--- config.mk ---
export PLATFORM = sky130hd
export DESIGN_NAME = tick_controller
export DESIGN_NICKNAME = d
export VERILOG_FILES = /design/src/rtl/tick_ctrl_pkg.sv /design/src/rtl/tap_edge_detect.sv /design/src/rtl/tick_controller.sv
export SDC_FILE = /design/constraint.sdc
export NUM_CORES = 1
export LEC_CHECK = 0
export ABC_AREA = 1
export CORE_UTILIZATION = 35
export CTS_CLUSTER_DIAMETER = 40
export CTS_CLUSTER_SIZE = 40
export DETAILED_ROUTE_END_ITERATION = 8
export DONT_BUFFER_PORTS = 1
export HOLD_SLACK_MARGIN = 0.03
export PLACE_DENSITY = 0.5
export RECOVER_POWER = 25
export SYNTH_ARGS = -nofsm -noshare
export SYNTH_HDL_FRONTEND = slang
export SYNTH_SLANG_ARGS = --single-unit
--- constraint.sdc ---
create_clock -name clock -period 4.3 [get_ports clock]
set_clock_uncertainty 0.15 [all_clocks]
set_input_delay 0.86 -clock clock [delete_from_list [all_inputs] [get_ports clock]]
set_output_delay 0.86 -clock clock [all_outputs]
set_load 0.02 [all_outputs]
--- src/rtl/tick_ctrl_pkg.sv ---
// rtl/tick_ctrl_pkg.sv - shared types and constants for the tick controller
package tick_ctrl_pkg;

    typedef enum logic [1:0] {
        IDLE = 2'd0,
        RUN  = 2'd1,
        STEP = 2'd2
    } tick_state_t;

    localparam int DEFAULT_TAP_C = 25;

endpackage

--- src/rtl/tap_edge_detect.sv ---
// rtl/tap_edge_detect.sv - rising-edge detector on one selectable tap of the divider bus
// Ports: divided_clocks (divider bus), sel (tap in use), reload/reload_tap (tap is
// switching this edge; resample the new tap), rise (combinational edge strobe).
module tap_edge_detect (
    input  logic        clock,
    input  logic        reset,
    input  logic [31:0] divided_clocks,
    input  logic [4:0]  sel,
    input  logic        reload,
    input  logic [4:0]  reload_tap,
    output logic        rise
);

    logic prev_bit;

    // On a tap switch, history is taken from the new tap so its current
    // level is not mistaken for a fresh edge on the following cycle.
    always_ff @(posedge clock or posedge reset) begin
        if (reset) begin
            prev_bit <= 1'b0;
        end else if (reload) begin
            prev_bit <= divided_clocks[reload_tap];
        end else begin
            prev_bit <= divided_clocks[sel];
        end
    end

    assign rise = divided_clocks[sel] & ~prev_bit;

endmodule

--- src/rtl/tick_controller.sv ---
// rtl/tick_controller.sv - run/step/idle gating of divider-tap edges into single-cycle ticks
// Ports: divided_clocks/tap_sel/tap_load pick the tap, run/step drive the FSM,
// tick/tick_count report issued ticks, active_tap/tap_pending/state are status.
module tick_controller
    import tick_ctrl_pkg::*;
#(
    parameter int DEFAULT_TAP = DEFAULT_TAP_C,
    parameter int CNT_W       = 16
) (
    input  logic             clock,
    input  logic             reset,
    input  logic [31:0]      divided_clocks,
    input  logic [4:0]       tap_sel,
    input  logic             tap_load,
    input  logic             run,
    input  logic             step,
    output logic             tick,
    output logic [CNT_W-1:0] tick_count,
    output logic [4:0]       active_tap,
    output logic             tap_pending,
    output logic [1:0]       state
);

    tick_state_t state_r, state_d;
    logic [4:0]  pending_tap;
    logic [4:0]  tap_d, pending_tap_d;
    logic        tap_pending_d;
    logic        reload;
    logic        rise;
    logic        tick_d;
    logic        go_idle;

    tap_edge_detect u_edge (
        .clock          (clock),
        .reset          (reset),
        .divided_clocks (divided_clocks),
        .sel            (active_tap),
        .reload         (reload),
        .reload_tap     (tap_d),
        .rise           (rise)
    );

    always_ff @(posedge clock or posedge reset) begin
        if (reset) begin
            state_r <= IDLE;
        end else begin
            state_r <= state_d;
        end
    end

    always_comb begin
        state_d = state_r;
        case (state_r)
            IDLE: begin
                if (run) begin
                    state_d = RUN;
                end else if (step) begin
                    state_d = STEP;
                end
            end
            RUN: begin
                if (!run) begin
                    state_d = IDLE;
                end
            end
            STEP: begin
                // run takes over without an extra tick; otherwise one edge ends the step
                if (run) begin
                    state_d = RUN;
                end else if (rise) begin
                    state_d = IDLE;
                end
            end
            default: state_d = IDLE;
        endcase
    end

    // Gating uses the registered state, so the edge that ends a step or
    // coincides with run dropping still produces its tick.
    assign tick_d  = (state_r == RUN || state_r == STEP) && rise;
    assign go_idle = (state_r != IDLE) && (state_d == IDLE);

    // Tap changes while ticking wait for an edge so the outgoing tap's tick
    // completes first; leaving for IDLE flushes any waiting change at once.
    always_comb begin
        tap_d         = active_tap;
        pending_tap_d = pending_tap;
        tap_pending_d = tap_pending;
        reload        = 1'b0;
        if (state_r == IDLE) begin
            if (tap_load) begin
                tap_d  = tap_sel;
                reload = 1'b1;
            end
        end else if (go_idle) begin
            if (tap_load) begin
                tap_d         = tap_sel;
                reload        = 1'b1;
                tap_pending_d = 1'b0;
            end else if (tap_pending) begin
                tap_d         = pending_tap;
                reload        = 1'b1;
                tap_pending_d = 1'b0;
            end
        end else begin
            if (tap_pending && rise) begin
                tap_d         = pending_tap;
                reload        = 1'b1;
                tap_pending_d = 1'b0;
            end
            if (tap_load) begin
                pending_tap_d = tap_sel;
                tap_pending_d = 1'b1;
            end
        end
    end

    always_ff @(posedge clock or posedge reset) begin
        if (reset) begin
            tick        <= 1'b0;
            tick_count  <= '0;
            active_tap  <= 5'(DEFAULT_TAP);
            pending_tap <= 5'd0;
            tap_pending <= 1'b0;
        end else begin
            tick        <= tick_d;
            active_tap  <= tap_d;
            pending_tap <= pending_tap_d;
            tap_pending <= tap_pending_d;
            if (tick_d) begin
                tick_count <= tick_count + {{(CNT_W-1){1'b0}}, 1'b1};
            end
        end
    end

    assign state = state_r;

endmodule

==> qor.yml <==
clocking:
  cts.htree.levels: 2
  cts-root-buf: "clkbuf_8"
  clockBufferDepth: 2
  cts_buffers: 5
  insertion_delay_ns: 0.28
  clock-sinks: 31
  tritoncts: "built"
  cts_resized: 0
  cts.clk_slew.worst_paths_ns: 0.07
  postCtsSetupRepairBufs: 0
  cts_hold_buf: 0
timing:
  setup_violations: 0
  post-route-min-period_ns: 3.33
  drv_slew: 0
  fin_tns_setup_ns: 0
  finalHoldViolCount: 0
  slew_headroom_pct: 34.9
  rsz0062_at_grt: "false"
  post-route-period-util_pct: 77.4
  max_freq_mhz: 301
  worst_slew_pin_slew_ns: 0.976
synthesis:
  synth-seq-cells: 31
  yosys_warnings: 0
  yosysTopAreaCell: "dfrtp_1"
  synth.net_count: 426
  ys.flop_type: "dfrtp_1"
  yosysTopAreaCellShare_pct: 27.5
  synth_edf_count: 0
  synth_cells: 379
  ys_types: 34
  ys_seq_area_share_pct: 30.6
  synth_area_leaders: "dfrtp_1, nand2_1, nand3_1"
  ys_async_sr_fraction_pct: 100
  avgSynthCellArea_um2: 6.72
  netlist_area_um2: 2550
  yosys-top-cells-count: "nand2_1, inv_1, nand3_1, dfrtp_1, o21ai_0"
  yosysMostFrequentCell: "nand2_1"
pwr:
  internal-power_mw: 0.901
  pwr-share-clk_pct: 11.4
  p_sw_mw: 1.14
  leakagePower_nw: 1.40
  powerDensity_nw_per_um2: 759
  finalPower_mw: 2.04
  p_seq_share_pct: 31.2
  ir_worst_vdd_uv: 321
  combinationalPowerShare_pct: 57.3
  sw_frac_of_total_pct: 55.9
die:
  num_rows: 30
  pin_count: 67
  die_w_um: 87.3
  dieArea_um2: 7630
  core_um2: 6910
  initial_core_util_pct: 36.9
  die_y_um: 87.3
worst_setup_path:
  path_class: "reg2reg"
  startpoint_type: "register"
  crit_arrival_ns: 3.36
  path_max_fanout: 20
  critPathRequiredTime_ns: 4.33
  critPathBufInv: 2
  max_stage_delay_ns: 0.88
  end_kind: "register"
  slowest_stage: "dfstp_2"
  crit_top_cell: "nand2_1"
  crit_family: "simple AND/OR/NAND/NOR gates"
layout:
  antenna_cells: 0
  register_area_um2: 779
  nNetsFinal: 424
  fillers: 790
  multi_input_area_um2: 1430
  syn2layout_area_growth_pct: 5.69
  layout-drive-gt1-share_pct: 10.3
grt:
  grt_overflow: 0
  grt_max_degree: 25
  grt_pass1_vias: 2375
  grt_usage_pct: 19.6
  antenna_found_initial: 0
  grt_pass1_wl_um: 11400
detailed_routing:
  drc: 0
  drtIter0Drc: 158
  dr.pass1.iters: 4
  wl_um: 6960
  vias: 2397
  ant_nets: 0
  via_per_inst: 5.06
  wl_per_cell_um: 14.7
place:
  io_buffer_count: 0
  gp_congestion: 0.843
  dp_hpwl_um: 5250
worst_hold_path:
  hold_class: "reg2reg"
run_status:
  status: "finished, final reports clean"
run:
  max_cap_viol_count: 0
[routing by layer]
layer,track usage [%],wire length [um],vias up
met1,24.8,3120,1100
met5,0,0,-
met2,32.3,3220,82
met3,4.93,477,14
met4,7.15,144,0
li1,-,-,1201
[cells by family after synthesis]
logic type	Yosys count	synth area share, %
simple gates	217	42.1
buf+inv	80	13.3
compound gates	32	6.77
flops	31	30.6
xor+xnor	14	4.81
fa+ha+maj	5	2.45
[worst register-to-register path, stage by stage, from the launching register on]
cell,delay (ns)
dfstp_2,0.88
inv_6,0.16
nand2_1,0.10
nand3_1,0.12
nand3_1,0.12
nand2_1,0.07
nand2_1,0.07
nand3_2,0.08
nand3_4,0.11
nand2_1,0.06
nand2_1,0.06
nand2_1,0.05
nand2_2,0.07
nand2_4,0.09
nand2_4,0.10
nand3_4,0.18
nand3_4,0.23
inv_1,0.09
nand2_1,0.06
nand2_1,0.04
nand2_1,0.06
nand3_1,0.06
nand3_1,0.07
nand2_1,0.05
nand2_1,0.05
nand2_1,0.04
[cell usage in the layout, fill, tap and decap left out, drive strengths merged]
master    count
clkinv        1
a31oi         2
nor2         23
a21oi         5
dfstp         3
dfrtp        28
xor2          7
inv          70
nand3        63
or2           1
ha            5
and2          1
a32oi         1
nor3          2
buf           1
a211oi        1
clkinvlp      2
clkbuf        5
nand4        20
xnor2         7
o21ai        23
nand2       107
[state kept, by name, indices dropped and copies added (netlist names)]
register	flops
tick_count	16
active_tap	5
pending_tap	5
state	2
tap_pending	1
tick	1
u_edge.prev_bit	1
[final cells by class]
type	instances	share of cell area (%)
inverter	70	9.94
sequential	31	28.9
clock inverter	3	0.743
multi-input combinational	268	53.1
clock buffer	5	2.55
timing repair buffer	1	0.279
tap	96	4.46
[final timing paths]
check,from,endpoint,slack [ns],depth (start not counted)
worst max-delay path,active_tap[0],u_edge.prev_bit,0.97,25
worst min-delay path,pending_tap[2],pending_tap[2],0.36,2
worst max register to register,active_tap[0],u_edge.prev_bit,0.97,25
worst min register to register,pending_tap[2],pending_tap[2],0.36,2
max in group asynchronous,reset,state[1],2.78,2
min in group asynchronous,reset,tick_count[10],0.54,1
[power groups by stage]
stage	clock (mW)	combinational, mW	sequential [mW]
after floorplan	0	1.01	0.563
after global placement	0	1.18	0.644
after detailed placement	0	1.18	0.643
after CTS	0.241	1.19	0.637
after global routing	0.253	1.34	0.656
final	0.234	1.17	0.638
[stage by stage]
step	hold WS (ns)	cells	worst slack [ns]	utilization [%]	instance area, um2
2_1_floorplan	0.309	379	1.54	-	2550
3_3_place_gp	0.331	466	1.00	37.7	2610
3_5_place_dp	0.350	466	0.993	37.7	2610
4_1_cts	0.368	474	0.974	39.0	2690
5_1_grt	0.418	474	0.630	39.0	2690
6_report	0.359	474	0.973	39.0	2690
(Power assumes the default switching activity.)
